--- src/rtl/mem_stage_pkg.sv ---
// Shared definitions for the MEM stage.
// Contents: funct3 load/store size codes, FSM state encodings, the RAM
// byte width and a helper that maps funct3[1:0] to a transfer length.
package mem_stage_pkg;

    localparam logic [2:0] FUNCT3_B  = 3'b000;
    localparam logic [2:0] FUNCT3_H  = 3'b001;
    localparam logic [2:0] FUNCT3_W  = 3'b010;
    localparam logic [2:0] FUNCT3_BU = 3'b100;
    localparam logic [2:0] FUNCT3_HU = 3'b101;

    localparam int RamDataLen = 8;

    typedef enum logic [1:0] {
        S_IDLE  = 2'd0,
        S_LOAD  = 2'd1,
        S_STORE = 2'd2
    } mem_state_t;

    // Number of bytes moved for a given size code; the reserved code 11
    // behaves as a word.
    function automatic logic [2:0] xfer_len(input logic [1:0] size);
        case (size)
            FUNCT3_B[1:0]: xfer_len = 3'd1;
            FUNCT3_H[1:0]: xfer_len = 3'd2;
            FUNCT3_W[1:0]: xfer_len = 3'd4;
            default:       xfer_len = 3'd4;
        endcase
    endfunction

endpackage

--- src/rtl/mem_stage_if.sv ---
// Byte-wide RAM port used by the MEM stage.
// Signals: ram_addr (byte address), ram_dout (write byte), ram_wr (write
// strobe), ram_din (read byte, valid one cycle after its address).
// master = MEM stage side, slave = RAM side.
interface mem_stage_if
    import mem_stage_pkg::*;
#(
    parameter int ADDR_W = 32
);
    logic [ADDR_W-1:0]     ram_addr;
    logic [RamDataLen-1:0] ram_dout;
    logic                  ram_wr;
    logic [RamDataLen-1:0] ram_din;

    modport master (output ram_addr, output ram_dout, output ram_wr, input ram_din);
    modport slave  (input ram_addr, input ram_dout, input ram_wr, output ram_din);
endinterface

--- src/rtl/mem_stage_load_extend.sv ---
// Load result assembly for the MEM stage (combinational).
// Ports: lo_bytes (bytes 0..2 already collected), last_byte (final byte,
// straight from the RAM), funct3 (size + unsigned flag), data (32-bit
// sign/zero extended result).
module mem_load_extend
    import mem_stage_pkg::*;
(
    input  logic [2:0][RamDataLen-1:0] lo_bytes,
    input  logic [RamDataLen-1:0]      last_byte,
    input  logic [2:0]                 funct3,
    output logic [31:0]                data
);
    logic fill;

    always_comb begin
        // The last byte received is always the most significant one.
        fill = ~funct3[2] & last_byte[7];
        data = {last_byte, lo_bytes};
        case (funct3[1:0])
            FUNCT3_B[1:0]: data = {{24{fill}}, last_byte};
            FUNCT3_H[1:0]: data = {{16{fill}}, last_byte, lo_bytes[0]};
            default: ;
        endcase
    end
endmodule

--- src/rtl/mem_stage.sv ---
// MEM stage of the 5-stage RV32I pipeline.
// Loads and stores run byte-serially over an 8-bit RAM port (little-endian,
// wrapping addresses) while stall_req holds the upstream stages, so the
// mem_* inputs are stable for the whole transfer. Non-memory instructions
// pass straight to the wb_* outputs in the same cycle.
// Ports: clk, rst (async, active-high), rdy (global freeze), mem_* (EX_MEM
// outputs), ram (byte RAM port), stall_req, wb_* (to MEM_WB).
module mem_stage
    import mem_stage_pkg::*;
#(
    parameter int ADDR_W = 32,
    parameter int DATA_W = 32
) (
    input  logic              clk,
    input  logic              rst,
    input  logic              rdy,
    input  logic [DATA_W-1:0] mem_data,
    input  logic              mem_load_enable,
    input  logic              mem_store_enable,
    input  logic [ADDR_W-1:0] mem_load_store_addr,
    input  logic [2:0]        mem_funct3,
    input  logic [4:0]        mem_rd_addr,
    input  logic              mem_rd_write_enable,
    mem_stage_if.master       ram,
    output logic              stall_req,
    output logic [DATA_W-1:0] wb_rd_data,
    output logic [4:0]        wb_rd_addr,
    output logic              wb_rd_write_enable
);
    mem_state_t                 state;
    logic [2:0]                 cnt;
    logic [2:0][RamDataLen-1:0] byte_buf;

    logic [2:0]            len;
    logic                  is_load;
    logic [2:0]            idx;
    logic [1:0]            buf_sel;
    logic                  load_last;
    logic [ADDR_W-1:0]     byte_addr;
    logic [RamDataLen-1:0] store_byte;
    logic [31:0]           load_word;

    assign len       = xfer_len(mem_funct3[1:0]);
    // A store wins when both enables are set.
    assign is_load   = mem_load_enable & ~mem_store_enable;
    assign load_last = (state == S_LOAD) && (cnt == len);
    assign buf_sel   = cnt[1:0] - 2'd1;

    // Byte index on the bus. cnt is kept at 0 in IDLE, so it doubles as the
    // first index. While a load is frozen the previous address is replayed
    // so ram_din still carries the byte the next capture expects.
    always_comb begin
        idx = cnt;
        if (state == S_LOAD && !rdy) idx = cnt - 3'd1;
    end

    assign byte_addr  = mem_load_store_addr + ADDR_W'(idx);
    assign store_byte = mem_data[{idx[1:0], 3'b000} +: RamDataLen];

    mem_load_extend u_extend (
        .lo_bytes  (byte_buf),
        .last_byte (ram.ram_din),
        .funct3    (mem_funct3),
        .data      (load_word)
    );

    always_ff @(posedge clk or posedge rst) begin
        if (rst) begin
            state    <= S_IDLE;
            cnt      <= 3'd0;
            byte_buf <= '0;
        end else if (rdy) begin
            case (state)
                S_IDLE: begin
                    if (mem_store_enable && len != 3'd1) begin
                        state <= S_STORE;
                        cnt   <= 3'd1;
                    end else if (is_load) begin
                        state <= S_LOAD;
                        cnt   <= 3'd1;
                    end
                end
                S_LOAD: begin
                    if (cnt == len) begin
                        state <= S_IDLE;
                        cnt   <= 3'd0;
                    end else begin
                        byte_buf[buf_sel] <= ram.ram_din;
                        cnt               <= cnt + 3'd1;
                    end
                end
                S_STORE: begin
                    if (cnt == len - 3'd1) begin
                        state <= S_IDLE;
                        cnt   <= 3'd0;
                    end else begin
                        cnt <= cnt + 3'd1;
                    end
                end
                default: begin
                    state <= S_IDLE;
                    cnt   <= 3'd0;
                end
            endcase
        end
    end

    // Outputs are decoded from state plus the held inputs so the first byte
    // goes out in the issue cycle and reset forces them low immediately.
    always_comb begin
        ram.ram_addr       = '0;
        ram.ram_dout       = '0;
        ram.ram_wr         = 1'b0;
        stall_req          = 1'b0;
        wb_rd_data         = mem_data;
        wb_rd_addr         = mem_rd_addr;
        wb_rd_write_enable = mem_rd_write_enable && (mem_rd_addr != 5'd0);
        if (rst) begin
            wb_rd_write_enable = 1'b0;
        end else if (mem_store_enable) begin
            ram.ram_addr       = byte_addr;
            ram.ram_dout       = store_byte;
            ram.ram_wr         = rdy;
            stall_req          = (idx != len - 3'd1);
            wb_rd_write_enable = 1'b0;
        end else if (mem_load_enable) begin
            ram.ram_addr       = byte_addr;
            stall_req          = ~load_last;
            wb_rd_data         = DATA_W'(load_word);
            wb_rd_write_enable = load_last && mem_rd_write_enable && (mem_rd_addr != 5'd0);
        end
    end
endmodule

--- src/flat_wrapper.sv ---
// flat-port wrapper written by rule: the top's interface ports become plain ports
module mem_stage_flat import mem_stage_pkg::*;
#(
    parameter int ADDR_W = 32,
    parameter int DATA_W = 32
)
  (clk, rst, rdy, mem_data, mem_load_enable, mem_store_enable, mem_load_store_addr, mem_funct3, mem_rd_addr, mem_rd_write_enable, stall_req, wb_rd_data, wb_rd_addr, wb_rd_write_enable, ram_ram_addr, ram_ram_dout, ram_ram_wr, ram_ram_din);
  mem_stage_if #(.ADDR_W(ADDR_W)) ram_i ();
  input  logic clk;
  input  logic rst;
  input  logic rdy;
  input  logic [DATA_W-1:0] mem_data;
  input  logic mem_load_enable;
  input  logic mem_store_enable;
  input  logic [ADDR_W-1:0] mem_load_store_addr;
  input  logic [2:0] mem_funct3;
  input  logic [4:0] mem_rd_addr;
  input  logic mem_rd_write_enable;
  output logic stall_req;
  output logic [DATA_W-1:0] wb_rd_data;
  output logic [4:0] wb_rd_addr;
  output logic wb_rd_write_enable;
  output wire logic [$bits(ram_i.ram_addr)-1:0] ram_ram_addr;
  output wire logic [$bits(ram_i.ram_dout)-1:0] ram_ram_dout;
  output wire logic [$bits(ram_i.ram_wr)-1:0] ram_ram_wr;
  input wire logic [$bits(ram_i.ram_din)-1:0] ram_ram_din;
  assign ram_ram_addr = ram_i.ram_addr;
  assign ram_ram_dout = ram_i.ram_dout;
  assign ram_ram_wr = ram_i.ram_wr;
  assign ram_i.ram_din = ram_ram_din;
  mem_stage #(.ADDR_W(ADDR_W), .DATA_W(DATA_W)) u_core (.clk(clk), .rst(rst), .rdy(rdy), .mem_data(mem_data), .mem_load_enable(mem_load_enable), .mem_store_enable(mem_store_enable), .mem_load_store_addr(mem_load_store_addr), .mem_funct3(mem_funct3), .mem_rd_addr(mem_rd_addr), .mem_rd_write_enable(mem_rd_write_enable), .ram(ram_i), .stall_req(stall_req), .wb_rd_data(wb_rd_data), .wb_rd_addr(wb_rd_addr), .wb_rd_write_enable(wb_rd_write_enable));
endmodule
--- config.mk ---
export PLATFORM = sky130hd
export DESIGN_NAME = mem_stage_flat
export DESIGN_NICKNAME = d
export VERILOG_FILES = /design/src/rtl/mem_stage_pkg.sv /design/src/rtl/mem_stage_if.sv /design/src/rtl/mem_stage_load_extend.sv /design/src/rtl/mem_stage.sv /design/src/flat_wrapper.sv
export SDC_FILE = /design/constraint.sdc
export NUM_CORES = 1
export LEC_CHECK = 0
export ABC_AREA = 1
export ABC_CLOCK_PERIOD_IN_PS = 3160
export CAP_MARGIN = 20
export CORE_MARGIN = 8
export CORE_UTILIZATION = 44
export DETAILED_ROUTE_END_ITERATION = 6
export PLACE_DENSITY_LB_ADDON = 0.12
export SETUP_SLACK_MARGIN = 0.05
export SLEW_MARGIN = 20
export SYNTH_ARGS = -nofsm -noshare
export SYNTH_HDL_FRONTEND = slang
export SYNTH_HIERARCHICAL = 1
export SYNTH_SLANG_ARGS = --single-unit
--- constraint.sdc ---
create_clock -name clk -period 3.16 [get_ports clk]
set_input_delay 0.632 -clock clk [delete_from_list [all_inputs] [get_ports clk]]
set_output_delay 0.632 -clock clk [all_outputs]
set_load 0.01 [all_outputs]
After elaboration in Yosys (flattened, before gate mapping)
Cells that the tools add are included.
{"block": "word_totals", "regBits": 29, "in_bits": 86, "out_inout_bits": 80}
{"block": "op_classes", "n_addsub": 5, "order_cmp": 2, "n_eq_ne": 10, "shift": 1, "n_mux": 32, "n_bitwise": 6, "reduce_logical": 14}
{"operator": "$mux W32", "n": 6}
{"operator": "$pmux W32 S2", "n": 1}
{"operator": "$add A32 B3 Y32", "n": 1}
{"operator": "$shiftx A32 B6 Y8", "n": 1}
{"operator": "$bwmux W24", "n": 1}
{"operator": "$mux W8", "n": 3}
{"operator": "$demux W8 S2", "n": 1}
{"operator": "$mux W3", "n": 5}
{"operator": "$pmux W3 S3", "n": 1}
{"operator": "$mux W1", "n": 8}
{"operator": "$mux W2", "n": 4}
{"operator": "$logic_and A1 B1 Y1", "n": 7}
{"operator": "$eq A3 B3 Y1", "n": 2}
{"operator": "$ne A3 B1 Y1 const B", "n": 2}
{"operator": "$pmux W2 S3", "n": 1}
{"operator": "$pmux W3 S2", "n": 1}
{"operator": "$sub A3 B1 Y3 const B", "n": 2}
{"operator": "$reduce_bool A5 Y1", "n": 1}
{"operator": "$eq A2 B1 Y1 const B", "n": 2}
{"operator": "$logic_not A2 Y1", "n": 2}
{"operator": "$not A1 Y1", "n": 4}
{"operator": "$reduce_and A4 Y1", "n": 1}
{"operator": "$add A3 B1 Y3 const B", "n": 1}
{"operator": "$lt A2 B3 Y1 const B", "n": 1}
{"operator": "other kinds (10)", "n": 11}

Depth between registers and ports, before layout
Gate-level depths: netlist of run 1.
{"block": "depth", "depth_word": 9, "mapped_depth": 16, "ltp_nobuf": 16}

Hierarchy
Netlist of run 1, hierarchy kept.
{"mod": "mem_stage", "n_inst": 1, "cells_each": 627, "area_each_um2": 3465.8}
{"mod": "mem_load_extend", "n_inst": 1, "cells_each": 92, "area_each_um2": 451.7}

Worst setup path after synthesis of run 1
No wires, ideal clock.
{"block": "synth_path", "path_kind": "input to output", "start": "in rdy", "end": "out ram_ram_addr[18]", "t_arrival_ps": 2365, "required_ps": 2528, "slack_ps": 163, "stages": 14, "path_buffers": 1, "cell_sequence": "inv_1 nand2_4 nand2_2 nand2_2 buf_6 ha_1 fa_1 nand2_1 nand2_1 nand4_1 nor2_1 nand3_1 nand2_1 a21oi_1"}
{"block": "synth_via", "elab_chain_len": 7}
{"item": "from (decl)", "line_no": "flat_wrapper.sv:11", "text": "input logic rdy;"}
{"item": "$logic_not A1 Y1 (*)", "line_no": "mem_stage.sv:54", "text": "if (state == S_LOAD && !rdy) idx = cnt - 3'd1;"}
{"item": "$logic_and A1 B1 Y1 (*)", "line_no": "mem_stage.sv:54"}
{"item": "$mux W3 (*)", "line_no": "mem_stage.sv:54"}
{"item": "$add A32 B3 Y32 (*)", "line_no": "mem_stage.sv:57", "text": "assign byte_addr = mem_load_store_addr + ADDR_W'(idx);"}
{"item": "$mux W32", "line_no": "mem_stage.sv:126", "text": "end else if (mem_load_enable) begin"}
{"item": "$mux W32 (*)", "line_no": "mem_stage.sv:120", "text": "end else if (mem_store_enable) begin"}
{"item": "$mux W32 (*)", "line_no": "mem_stage.sv:118", "text": "if (rst) begin"}
{"item": "to (decl)", "line_no": "flat_wrapper.sv:23", "text": "output wire logic [$bits(ram_i.ram_addr)-1:0] ram_ram_addr;"}
Mark *: on every way between the ends. The rest lies on a longest branch, timed or not.

Final worst setup path of run 1
{"block": "layout_path", "start": "reg u_core.state[1]", "end": "out ram_ram_addr[21]"}
{"block": "layout_via", "elab_chain_len": 7}
{"item": "from (decl)", "line_no": "mem_stage.sv:30", "text": "mem_state_t state;"}
{"item": "from (signal assigned)", "line_no": "mem_stage.sv:69", "text": "state <= S_IDLE;"}
{"item": "from (signal assigned)", "line_no": "mem_stage.sv:76", "text": "state <= S_STORE;"}
{"item": "from (signal assigned)", "line_no": "mem_stage.sv:79", "text": "state <= S_LOAD;"}
{"item": "$eq A2 B1 Y1 (*)", "line_no": "mem_stage.sv:54"}
{"item": "$logic_and A1 B1 Y1 (*)", "line_no": "mem_stage.sv:54"}
{"item": "$mux W3 (*)", "line_no": "mem_stage.sv:54"}
{"item": "$add A32 B3 Y32 (*)", "line_no": "mem_stage.sv:57"}
{"item": "$mux W32", "line_no": "mem_stage.sv:126"}
{"item": "$mux W32 (*)", "line_no": "mem_stage.sv:120"}
{"item": "$mux W32 (*)", "line_no": "mem_stage.sv:118"}
Marked as above.

==> flow_metrics.tcl, run 1 <==
set metrics [dict create \
    status "complete, but fails checks" \
    violations "negative setup slack" \
    die_x_um 110 \
    worstMarginPinSlew_ps 480 \
    num_rows 34 \
    crit_top_cell "nor2_4" \
    grt_pass1_wl_mm 27.4 \
    gp_congestion 0.972 \
    cts_sinks 29 \
    worstPathRequired_ps 2530 \
    ios 166 \
    ys_seq_area_share_pct 18.5 \
    grt_max_degree 35 \
    synthesis.nets 816 \
    clk_latency_ps 280 \
    syn-cell-area_um2 3920 \
    die-area_um2 12200 \
    drive_gt1_share_pct 24.1 \
    grt_overflow_total 0 \
    crit_fanout 4 \
    initial_core_util_pct 45.1 \
    drc 0 \
    fin_crit_ps 3350 \
    slew_headroom_pct 67.9 \
    cts_buffer_depth 2 \
    via_count 5922 \
    synth-main-ff-cell "dfrtp_1" \
    critPathMaxStageDelay_ps 410 \
    cts_max_level 2 \
    pre_cts_ws_ps -930 \
    setup_violations 23 \
    worst-path-buf-inv 6 \
    synth_edf_count 0 \
    yosysWarnings 6 \
    cp-start-kind "flop" \
    hold-worst-slack_ps 484 \
    ys_types 33 \
    root_buffer "clkbuf_8" \
    maxSlewViolCount 0 \
    rsz0062_at_grt "true" \
    routed_wl_mm 18.8 \
    p_per_area_nw_per_um2 446 \
    cts.clk_slew.worst_paths_ps 70 \
    drtPass1Iterations 6 \
    path_cells "inv_2 > nand2_4 > nor2_4 > nand2_2 > xor2_1 > inv_1 > ha_4 > nand2_1 > nand2_2 > nor2_4 > nor2_4 > buf_4 > buf_6 > nand3_4 > buf_6 > nor2_2 > nor2_1 > buf_2" \
    grtUsageTotal_pct 28.4 \
    syn2layout_area_growth_pct 74.0 \
    maxCapViolCount 0 \
    timing.fmax_mhz 298 \
    wire_per_inst_um 17.3 \
    setup_tns_ps -2620 \
    io_buffers 165 \
    coreArea_um2 8680 \
    arrival_ps 2720 \
    final-hold-violation-count 0 \
    final.period_utilization_pct 106 \
    hold_path_class "reg2reg" \
    utilization_pct 78.5 \
    skew_ps 6.32 \
    leakage_nw 3.71 \
    n_antenna_cell 0 \
    ff2ff_setup_slack_ps 1210 \
    endpoint_kind "output port" \
    first_global_vias 5587 \
    antenna_found_initial 0 \
    criticalPathCategory "reg2out" \
    synthArstFlopShare_pct 100 \
    setup_ws_ps -191 \
    dp_hpwl_mm 13.9 \
    drt_iter0_drc 480 \
    crit_family "simple AND/OR/NAND/NOR gates" \
    synthCells 719 \
    postRouteAntennaNets 0 \
    vias_per_cell 5.44 \
    final_nets 1077 \
    die_h_um 110 \
    slowest_stage "dfrtp_1" \
    peakVddDrop_mv 0.471 \
    synth-seq-cells 29 \
    cts_buffers 5 \
    avgSynthCellArea_um2 5.45 \
    cts_tree "yes" \
]
-- routing by layer --
metal  part of all wire [%]  up-vias  GRT usage [%]
met4                    4.5        0           12.3
met1                     36     2690           32.0
met2                     50      365           51.6
li1                       -     2787              -
met3                    9.1       80           4.19
met5                      0        -              0
-- through the flow --
step	cells	power (mW)	area (µm²)
floorplan	719	1.54	3920
global route	1089	3.22	6820
detailed placement	1055	2.30	6240
finish	1089	3.04	6820
CTS	1076	2.83	6550
global placement	1055	2.26	6240
-- sequential cells by signal, indices dropped and copies added (netlist names) --
name / cells
u_core/byte_buf: 24
u_core/cnt: 3
u_core/state: 2
-- worst register-to-register path: stages, from the launching register on --
cell and delay, ps:
dfrtp_1 390, inv_2 80, buf_4 100, buf_4 100
nand2_1 50, nand2_1 60, nand2_1 80, buf_4 150
nand3_4 120, nand4_2 400, nand2_1 220, o21ai_1 90
-- cells in the final DEF (no fill, tap or decap), types with 3 or more instances in the layout --
cell type | synthesis | final
o21ai_1 | 17 | 22
dlygate4sd2_1 | 0 | 7
nand2_1 | 237 | 220
nor2_4 | 1 | 11
nor3_1 | 10 | 5
clkbuf_8 | 0 | 6
nand2_4 | 2 | 13
nor3_2 | 0 | 4
nand3b_1 | 3 | 3
buf_2 | 7 | 27
buf_4 | 8 | 98
ha_4 | 0 | 3
nor2_1 | 110 | 100
buf_6 | 7 | 15
o21ai_2 | 0 | 3
dfrtp_1 | 29 | 29
dlymetal6s2s_1 | 0 | 9
nand2_2 | 8 | 14
ha_1 | 10 | 6
clkdlybuf4s50_1 | 0 | 118
o21ai_0 | 28 | 20
xor2_1 | 3 | 3
buf_12 | 0 | 3
nand3_1 | 58 | 50
inv_2 | 5 | 6
inv_1 | 88 | 85
nand4_1 | 8 | 8
a21oi_1 | 58 | 56
nand3_4 | 1 | 4
clkbuf_2 | 0 | 4
nand3_2 | 0 | 5
-- Yosys cell counts, types with 2 or more instances --
cell type | number | share of area (%)
a21oi_1 | 58 | 7.4
inv_2 | 5 | 0.48
o21ai_1 | 17 | 2.2
o21ai_0 | 28 | 3.6
buf_6 | 7 | 2.0
nor2_8 | 2 | 1.0
buf_2 | 7 | 0.89
xor2_1 | 3 | 0.67
nand3b_1 | 3 | 0.57
nand4_1 | 8 | 1.3
nand2_4 | 2 | 0.57
ha_1 | 10 | 3.2
nand4_2 | 2 | 0.64
nand3_1 | 58 | 7.4
nor2_2 | 2 | 0.32
inv_1 | 88 | 8.4
nor2_1 | 110 | 11
clkbuf_1 | 7 | 0.67
nor3_1 | 10 | 1.3
nand2_1 | 237 | 23
nand2_2 | 8 | 1.3
dfrtp_1 | 29 | 19
buf_4 | 8 | 1.5
-- final timing paths --
path / from / end / depth (start not counted)
worst max-delay path: u_core/state[1] / ram_ram_addr[21] / 18
worst min-delay path: u_core/byte_buf[4] / u_core/byte_buf[4] / 2
worst max register to register: u_core/cnt[1] / u_core/byte_buf[15] / 11
worst min register to register: u_core/byte_buf[4] / u_core/byte_buf[4] / 2
max in group asynchronous: rst / u_core/state[1] / 4
min in group asynchronous: rst / u_core/byte_buf[19] / 4
-- power breakdown --
group	internal, mW	total, mW	leakage (nW)	switching, mW
sequential	0.503	0.581	0.379	0.0780
combinational	0.923	2.05	3.28	1.13
clock	0.256	0.407	0.0574	0.151
total	1.68	3.04	3.71	1.36
-- layout make-up --
class / count / area (µm²)
multi-input combinational: 567 / 2970
fill: 649 / 1860
sequential: 29 / 726
inverter: 94 / 362
clock inverter: 2 / 37.5
tap: 108 / 135
clock buffer: 6 / 82.6
timing repair buffer: 283 / 2500
-- cells by family (layout without fill, tap and decap cells) --
kind of cell,Yosys count,count (layout),synth area share (%)
AO/OA/AOI/OAI,105,105,13.5
XOR/XNOR,3,3,0.671
adder cells (fa/ha/maj),11,11,3.70
buffers and inverters,123,385,14.2
flip-flops,29,29,18.5
AND/OR/NAND/NOR,448,448,49.4
-- what timing repair did --
item | in CTS | in global routing
hold buffers | 0 | 0
endpoints found under the setup margin | 46 | 53
buffers inserted | 13 | 13
pin swaps | 28 | 31
resized for setup | 179 | 64
Power figures use the tool's default switching activity.
==> run 2: changes to the inputs <==
--- a/config.mk
+++ b/config.mk
@@ -11,6 +11,7 @@
 export CORE_MARGIN = 8
 export CORE_UTILIZATION = 44
 export DETAILED_ROUTE_END_ITERATION = 6
+export HOLD_SLACK_MARGIN = 0.12
 export PLACE_DENSITY_LB_ADDON = 0.12
 export SETUP_SLACK_MARGIN = 0.05
 export SLEW_MARGIN = 20
==> results of run 2 <==
No change in the layout: final DEF, timing and power equal those of run 1.
